**config.mk**
```make
export PLATFORM = sky130hd
export DESIGN_NAME = m_div_seq
export DESIGN_NICKNAME = d
export VERILOG_FILES = /design/src/rtl/m_div_seq.sv
export SDC_FILE = /design/constraint.sdc
export NUM_CORES = 1
export LEC_CHECK = 0
export BUFFER_PORTS_ARGS = -buffer_cell sky130_fd_sc_hd__buf_2
export CAP_MARGIN = 20
export CORE_ASPECT_RATIO = 1.75
export CORE_UTILIZATION = 25
export CTS_BUF_LIST = sky130_fd_sc_hd__clkbuf_16
export CTS_CLUSTER_DIAMETER = 120
export DETAILED_ROUTE_END_ITERATION = 10
export PLACE_DENSITY = 0.41
export SLEW_MARGIN = 20
export SYNTH_ARGS = -nofsm -noshare
export SYNTH_HDL_FRONTEND = slang
export SYNTH_SLANG_ARGS = --single-unit
```
**constraint.sdc**
```tcl
create_clock -name i_clk -period 6.1 [get_ports i_clk]
set_clock_uncertainty 0.05 [all_clocks]
set_input_delay 0.915 -clock i_clk [delete_from_list [all_inputs] [get_ports i_clk]]
set_output_delay 0.915 -clock i_clk [all_outputs]
set_load 0.005 [all_outputs]
```
**src/rtl/m_div_seq.sv**
```systemverilog
// Multi-cycle radix-2 restoring divider for div/rem/divu/remu, with CPU stall generation.
// One quotient bit is produced per cycle. Divide-by-zero and signed overflow take a one-cycle fast path.
module m_div_seq #(
  parameter int unsigned WIDTH = 32
) (
  input  logic             i_clk,
  input  logic             i_reset,
  input  logic             i_start,
  input  logic             i_kill,
  input  logic             i_is_rem,
  input  logic             i_signed,
  input  logic [WIDTH-1:0] i_dividend,
  input  logic [WIDTH-1:0] i_divisor,
  output logic             o_busy,
  output logic             o_stall,
  output logic             o_valid,
  output logic [WIDTH-1:0] o_result
);

  localparam int unsigned CNT_W = (WIDTH > 1) ? $clog2(WIDTH) : 1;
  localparam logic [WIDTH-1:0] MIN_NEG = {1'b1, {(WIDTH-1){1'b0}}};

  typedef enum logic [1:0] {
    S_IDLE = 2'd0,
    S_CALC = 2'd1,
    S_DONE = 2'd2
  } state_e;

  state_e           state_q,    state_d;
  logic [CNT_W-1:0] cnt_q,      cnt_d;
  logic [WIDTH-1:0] rem_q,      rem_d;
  logic [WIDTH-1:0] quot_q,     quot_d;
  logic [WIDTH-1:0] dvsr_q,     dvsr_d;
  logic             is_rem_q,   is_rem_d;
  logic             neg_quo_q,  neg_quo_d;
  logic             neg_rem_q,  neg_rem_d;
  logic             fast_q,     fast_d;
  logic [WIDTH-1:0] fast_res_q, fast_res_d;
  logic [WIDTH-1:0] result_q,   result_d;
  logic             valid_q,    valid_d;
  logic             busy_q,     busy_d;

  logic [WIDTH-1:0] dvnd_abs;
  logic [WIDTH-1:0] dvsr_abs;
  logic             div_zero;
  logic             sgn_ovf;
  logic [WIDTH:0]   trial;
  logic [WIDTH-1:0] rem_step;
  logic [WIDTH-1:0] quot_step;
  logic [WIDTH-1:0] quot_fin;
  logic [WIDTH-1:0] rem_fin;

  // Operand magnitudes and fast-path detection, evaluated on the live inputs in IDLE
  always_comb begin
    dvnd_abs = (i_signed && i_dividend[WIDTH-1]) ? (~i_dividend + WIDTH'(1)) : i_dividend;
    dvsr_abs = (i_signed && i_divisor[WIDTH-1])  ? (~i_divisor  + WIDTH'(1)) : i_divisor;
    div_zero = (i_divisor == '0);
    sgn_ovf  = i_signed && (i_dividend == MIN_NEG) && (i_divisor == '1);
  end

  // One restoring step: the bit shifted out of rem is kept as the trial's extra MSB
  always_comb begin
    trial     = {rem_q, quot_q[WIDTH-1]} - {1'b0, dvsr_q};
    rem_step  = trial[WIDTH] ? {rem_q[WIDTH-2:0], quot_q[WIDTH-1]} : trial[WIDTH-1:0];
    quot_step = {quot_q[WIDTH-2:0], ~trial[WIDTH]};
    quot_fin  = neg_quo_q ? (~quot_step + WIDTH'(1)) : quot_step;
    rem_fin   = neg_rem_q ? (~rem_step  + WIDTH'(1)) : rem_step;
  end

  // Next-state and datapath update
  always_comb begin
    state_d    = state_q;
    cnt_d      = cnt_q;
    rem_d      = rem_q;
    quot_d     = quot_q;
    dvsr_d     = dvsr_q;
    is_rem_d   = is_rem_q;
    neg_quo_d  = neg_quo_q;
    neg_rem_d  = neg_rem_q;
    fast_d     = fast_q;
    fast_res_d = fast_res_q;
    result_d   = result_q;
    valid_d    = 1'b0;
    busy_d     = 1'b0;

    unique case (state_q)
      S_IDLE: begin
        if (i_start && !i_kill) begin
          state_d    = S_CALC;
          cnt_d      = '0;
          rem_d      = '0;
          quot_d     = dvnd_abs;
          dvsr_d     = dvsr_abs;
          is_rem_d   = i_is_rem;
          neg_quo_d  = i_signed && (i_dividend[WIDTH-1] ^ i_divisor[WIDTH-1]);
          neg_rem_d  = i_signed && i_dividend[WIDTH-1];
          fast_d     = div_zero || sgn_ovf;
          if (div_zero) begin
            fast_res_d = i_is_rem ? i_dividend : '1;
          end else if (sgn_ovf) begin
            fast_res_d = i_is_rem ? '0 : i_dividend;
          end else begin
            fast_res_d = '0;
          end
        end
      end

      S_CALC: begin
        if (i_kill) begin
          state_d = S_IDLE;
          cnt_d   = '0;
        end else if (fast_q) begin
          state_d  = S_DONE;
          result_d = fast_res_q;
        end else begin
          rem_d  = rem_step;
          quot_d = quot_step;
          cnt_d  = cnt_q + CNT_W'(1);
          if (cnt_q == CNT_W'(WIDTH - 1)) begin
            state_d  = S_DONE;
            cnt_d    = '0;
            result_d = is_rem_q ? rem_fin : quot_fin;
          end
        end
      end

      S_DONE: begin
        state_d = S_IDLE;
      end

      default: begin
        state_d = S_IDLE;
      end
    endcase

    busy_d  = (state_d == S_CALC);
    valid_d = (state_d == S_DONE);
  end

  always_ff @(posedge i_clk or posedge i_reset) begin
    if (i_reset) begin
      state_q    <= S_IDLE;
      cnt_q      <= '0;
      rem_q      <= '0;
      quot_q     <= '0;
      dvsr_q     <= '0;
      is_rem_q   <= 1'b0;
      neg_quo_q  <= 1'b0;
      neg_rem_q  <= 1'b0;
      fast_q     <= 1'b0;
      fast_res_q <= '0;
      result_q   <= '0;
      valid_q    <= 1'b0;
      busy_q     <= 1'b0;
    end else begin
      state_q    <= state_d;
      cnt_q      <= cnt_d;
      rem_q      <= rem_d;
      quot_q     <= quot_d;
      dvsr_q     <= dvsr_d;
      is_rem_q   <= is_rem_d;
      neg_quo_q  <= neg_quo_d;
      neg_rem_q  <= neg_rem_d;
      fast_q     <= fast_d;
      fast_res_q <= fast_res_d;
      result_q   <= result_d;
      valid_q    <= valid_d;
      busy_q     <= busy_d;
    end
  end

  // Stall is combinational so the PC freezes in the very cycle the start is presented
  assign o_stall  = ((state_q == S_IDLE) && i_start && !i_kill) || (state_q == S_CALC);
  assign o_busy   = busy_q;
  assign o_valid  = valid_q;
  assign o_result = result_q;

endmodule

```
=== Word level (Yosys, flattened, before mapping) ===
Index checks and enable logic that the tools add are counted.

* Input port bits: 70
* Logic and storage cells: 85
* Output and inout port bits: 35
* Register bits after elaboration: 173

* Equal/unequal tests: 10
* Add/sub/neg operators: 6
* Multiplexer cells: 30
* Reductions and logical operators: 19
* Bitwise logic cells: 7

{| class="wikitable"
|+ Operators with widths
! cell !! number
|-
| $mux 32 || 18
|-
| $add 32x1->32 const B || 4
|-
| $not 32->32 || 4
|-
| $pmux 32 s2 || 2
|-
| $eq 32x32->1 const B || 2
|-
| $sub 33x32->33 || 1
|-
| $logic_not 32->1 || 1
|-
| $mux 5 || 4
|-
| $pmux 5 s2 || 1
|-
| $logic_and 1x1->1 || 8
|-
| $mux 2 || 4
|-
| $ne 2x2->1 const B || 3
|-
| $reduce_and 3->1 || 2
|-
| $add 5x1->5 const B || 1
|-
| $eq 5x5->1 const B || 1
|-
| $eq 2x1->1 const B || 2
|-
| $pmux 2 s2 || 1
|-
| $reduce_and 4->1 || 1
|-
| $reduce_bool 2->1 || 2
|-
| $ne 3x3->1 const B || 1
|-
| $eq 2x2->1 const B || 1
|-
| $logic_not 2->1 || 1
|-
| $logic_or 1x1->1 || 2
|-
| $not 1->1 || 2
|-
| 3 further kinds || 3
|}

=== Logic depth before layout (Yosys ltp) ===
* Depth after elaboration: 8
* Gate-level depth with buffers: 24
* Mapped depth without buffers: 22

=== Worst setup path before layout ===
No wires, ideal clock.

* Path type: reg-to-reg
* From: reg quot_q[31]
* To: reg result_q[28] (netlist: o_result[28])
* Data required time: 5.921 ns
* Stages on the path, launching flop included: 23
* Path buffers: 2
* Clock period less this slack: 5.599 ns
* Path slack: 0.501 ns
* Arrival: 5.420 ns
* Setup time: 0.129 ns
* Cell sequence: dfrtp_1 inv_1 ha_1 inv_1 fa_1 a211oi_2 o211ai_1 a211oi_2 nor3_2 nor3_4 nor2_8 inv_4 clkbuf_1 clkbuf_1 ha_1 or3b_2 or2_1 or2_1 or4_1 o41ai_2 xnor2_1 a221oi_1 o22ai_1

* Word-level cells in the longest chain between the ends: 8
* Elaborated cells between the ends (all ways): 12
* Those cells by class: 3 x add/sub; 6 x mux; 3 x bitwise

{| class="wikitable"
|+ RTL lines
! element !! line !! text
|-
| from (decl) || 32 || <nowiki>logic [WIDTH-1:0] quot_q, quot_d;</nowiki>
|-
| from (signal assigned) || 159 || <nowiki>quot_q <= quot_d;</nowiki>
|-
| $sub 33x32->33 || 63 || <nowiki>trial = {rem_q, quot_q[WIDTH-1]} - {1'b0, dvsr_q};</nowiki>
|-
| $mux 32 or $not 1->1 (tied branches) || 64, 65 ||
|-
| $not 32->32, on equally long branches || 67, 66 ||
|-
| $add 32x1->32, on equally long branches || 67, 66 ||
|-
| $mux 32, on equally long branches || 67, 66 ||
|-
| $mux 32 (*) || 122 || <nowiki>result_d = is_rem_q ? rem_fin : quot_fin;</nowiki>
|-
| $mux 32 (*) || 119 || <nowiki>if (cnt_q == CNT_W'(WIDTH - 1)) begin</nowiki>
|-
| $mux 32 (*) || 112 || <nowiki>end else if (fast_q) begin</nowiki>
|-
| to (signal assigned) || 166 || <nowiki>result_q <= result_d;</nowiki>
|-
| to (decl) || 39 || <nowiki>logic [WIDTH-1:0] result_q, result_d;</nowiki>
|}

Every way passes the cells marked *; elsewhere a longest branch is shown, timed or not. The select of a mux whose other input is x is not followed.
A chain may end at the register's enable or synchronous reset.

=== Worst setup path in the final report ===
Same ends and word-level chain as after synthesis.

==> impl_metrics.yaml <==
logic_synthesis:
  ys_async_sr_fraction_pct: 100
  netlist_instances: 1593
  synth_edf_count: 0
  syn_nets: 1703
  synthTopCellsByArea: "dfrtp_1 (34%), o21ai_0 (7.9%), nand2_1 (6.0%)"
  synth_top_cell_area_share_pct: 34.1
  synth_area_um2: 12700
  ys_seq_area_share_pct: 34.1
  yosys_warnings: 0
  ys_seq_elements: 173
  synth_area_leader_cell: "dfrtp_1"
  ys_types: 87
  synth_ff_type: "dfrtp_1"
  avgSynthCellArea_um2: 7.98
drt:
  drt_iter0_drc: 706
  dr.pass1.iters: 7
  num_vias: 11798
  routed_wl_um: 48800
  viasPerCell: 5.06
  final_antenna_net_count: 0
  drt_drc_violations_left: 0
  routedWlPerCell_um: 20.9
clocking:
  htree_levels: 4
  cts_setup_buffers: 0
  cts_buffers: 17
  cts_tree: "built"
  cts_num_sinks: 173
  cts_hold_buf: 0
  clkSlewWorstSetupHoldPaths_ps: 70
  ctsLongestPathBuffers: 2
  cts-root-buf: "clkbuf_16"
  cts_resized: 0
  insertion_delay_ps: 460
job:
  maxCapViolCount: 0
worst_setup_path:
  cp_data_required_time_ps: 6390
  critical_path_class: "reg2reg"
  critPathMaxFanout: 13
  cp-end-kind: "register"
  max_stage_delay_ps: 580
  critical_path.cell_chain: "inv_1 -> ha_1 -> inv_1 -> fa_1 -> a211oi_2 -> o211ai_1 -> a211oi_2 -> nor3_2 -> nor3_4 -> nor2_8 -> inv_4 -> ha_1 -> or3b_2 -> or2_1 -> or2_1 -> or4_1 -> o41ai_2 -> xnor2_1 -> a221oi_1 -> o22ai_1"
  cp_num_buf_inv: 3
  cpMaxStageDelayCell: "or4_1"
  worstPathArrival_ps: 5880
  crit_path_start_kind: "register"
  path_delay_family: "simple AND/OR/NAND/NOR gates"
  reg2reg_slack_ps: 510
die:
  row_count: 109
  io_pins: 105
  dieWidth_um: 172
  core_area_um2: 50300
  die-area_um2: 51800
  start_util_pct: 25.3
  die_y_um: 300
finish:
  nets: 1762
  n_antenna_cell: 0
  area_growth_pct: 14.1
  drive_gt1_share_pct: 12.3
  fillers: 5514
sta:
  slew_viol_final: 0
  tns_ps: 0
  holdWs_ps: 425
  rsz0062_at_grt: "false"
  tightest_slew_ps: 1050
  slew_headroom_pct: 29.7
  clock.fmax_mhz: 179
  finalHoldViolCount: 0
  post-route-period-util_pct: 91.6
  setup_violations: 0
  min_period_ps: 5590
placed_design:
  dp_hpwl_um: 38000
  gp_congestion: 0.900
  port_buffers: 104
hold_path:
  hp-class: "reg2reg"
grt:
  grt_pass1_wl_um: 74700
  grt_max_degree: 101
  gr-total-overflow: 0
  antenna_found_initial: 0
  grt.total_usage_pct: 19.5
  grt_pass1_vias: 11982
pwr:
  leakage_nw: 6.20
  power_density_nw_per_um2: 420
  irDropWorstVdd_v: 0.000168
run_status:
  status: "finished, final reports clean"
==> logic make-up after synthesis <==
group | after synthesis | synth area share [%]
AND/OR/NAND/NOR | 555 | 20.7
AO/OA/AOI/OAI | 502 | 24.4
flip-flops | 173 | 34.1
buffers and inverters | 152 | 4.67
XOR/XNOR | 136 | 9.37
adder cells (fa/ha/maj) | 40 | 4.00
multiplexers | 35 | 2.82
==> layout make-up <==
class,instances,area (um^2),share of cell area [%]
Timing Repair Buffer,126,698,4.81
Multi-Input combinational cell,1268,7830,54.0
Tap cell,666,833,5.75
Clock buffer,17,425,2.93
Clock inverter,14,131,0.906
Sequential cell,173,4330,29.9
Inverter,66,255,1.76
==> Yosys cell counts (15+ instances only) <==
cell and count:
nand2_1 203, o21ai_0 201, dfrtp_1 173, nor2_1 140
a21oi_1 122, xnor2_1 75, clkbuf_1 70, inv_1 64
xor2_1 61, nand3_1 47, ha_1 39, mux2i_1 29
o31ai_1 26, or3_1 26, nor3_1 22, a31oi_1 17
nor4_1 16, or4_1 16, a21o_1 15
==> power by group <==
group | switching [mW] | leakage, nW | total (mW) | internal, mW
combinational | 2.08 | 3.66 | 3.32 | 1.24
clock | 0.512 | 0.264 | 1.11 | 0.593
sequential | 0.284 | 2.28 | 1.66 | 1.37
==> per-layer routing <==
layer,wire length [um],global-route usage (%)
met5,0,0
met4,2500,10.5
met3,1030,2.30
met1,18700,21.0
met2,26500,36.4
==> flip-flops by register name, summed over array words and instances (netlist names) <==
signal      count
neg_quo_q       1
cnt_q           5
neg_rem_q       1
fast_res_q     32
is_rem_q        1
state_q         2
quot_q         32
fast_q          1
o_valid         1
dvsr_q         32
rem_q          32
o_result       32
o_busy          1
==> metrics by stage <==
stage | std cells | power (mW) | area (um^2) | util [%] | setup slack, ps
5_1_grt | 2330 | 6.51 | 14500 | 28.8 | 131
6_report | 2330 | 6.08 | 14500 | 28.8 | 514
3_3_place_gp | 2299 | 4.99 | 13900 | 27.7 | 579
2_1_floorplan | 1593 | 3.93 | 12700 | - | 447
3_5_place_dp | 2299 | 5.00 | 13900 | 27.7 | 490
4_1_cts | 2330 | 6.14 | 14500 | 28.8 | 467
==> placed cells by master, fill, tap and decap left out, types with 16 or more instances in the layout <==
cell and n:
nand3_1 47, ha_1 39, nor3_1 22, xor2_1 61, nor4_1 16, mux2i_1 29, or4_1 16, a31oi_1 17
buf_4 21, or3_1 26, inv_1 65, nand2_1 203, nor2_1 138, a21oi_1 122, o21ai_0 201, buf_2 104
clkbuf_16 17, o31ai_1 26, xnor2_1 75, dfrtp_1 173
==> worst reg2reg max path, delay by kind of cell (launching register included) <==
kind            cells  cell delay [ps]
fa+ha+maj           3              810
flops               1              400
simple gates        7             2200
compound gates      6             1600
xor+xnor            1              100
buf+inv             3              320
==> worst paths after layout <==
kind                                      from        endpoint  depth (start not counted)
worst max-delay path                quot_q[31]    o_result[28]                         20
worst min-delay path            fast_res_q[13]  fast_res_q[13]                          2
worst max register to register      quot_q[31]    o_result[28]                         20
worst min register to register  fast_res_q[13]  fast_res_q[13]                          2
max in group asynchronous              i_reset      dvsr_q[27]                          3
min in group asynchronous              i_reset   fast_res_q[9]                          2
(Power assumes the default switching activity.)
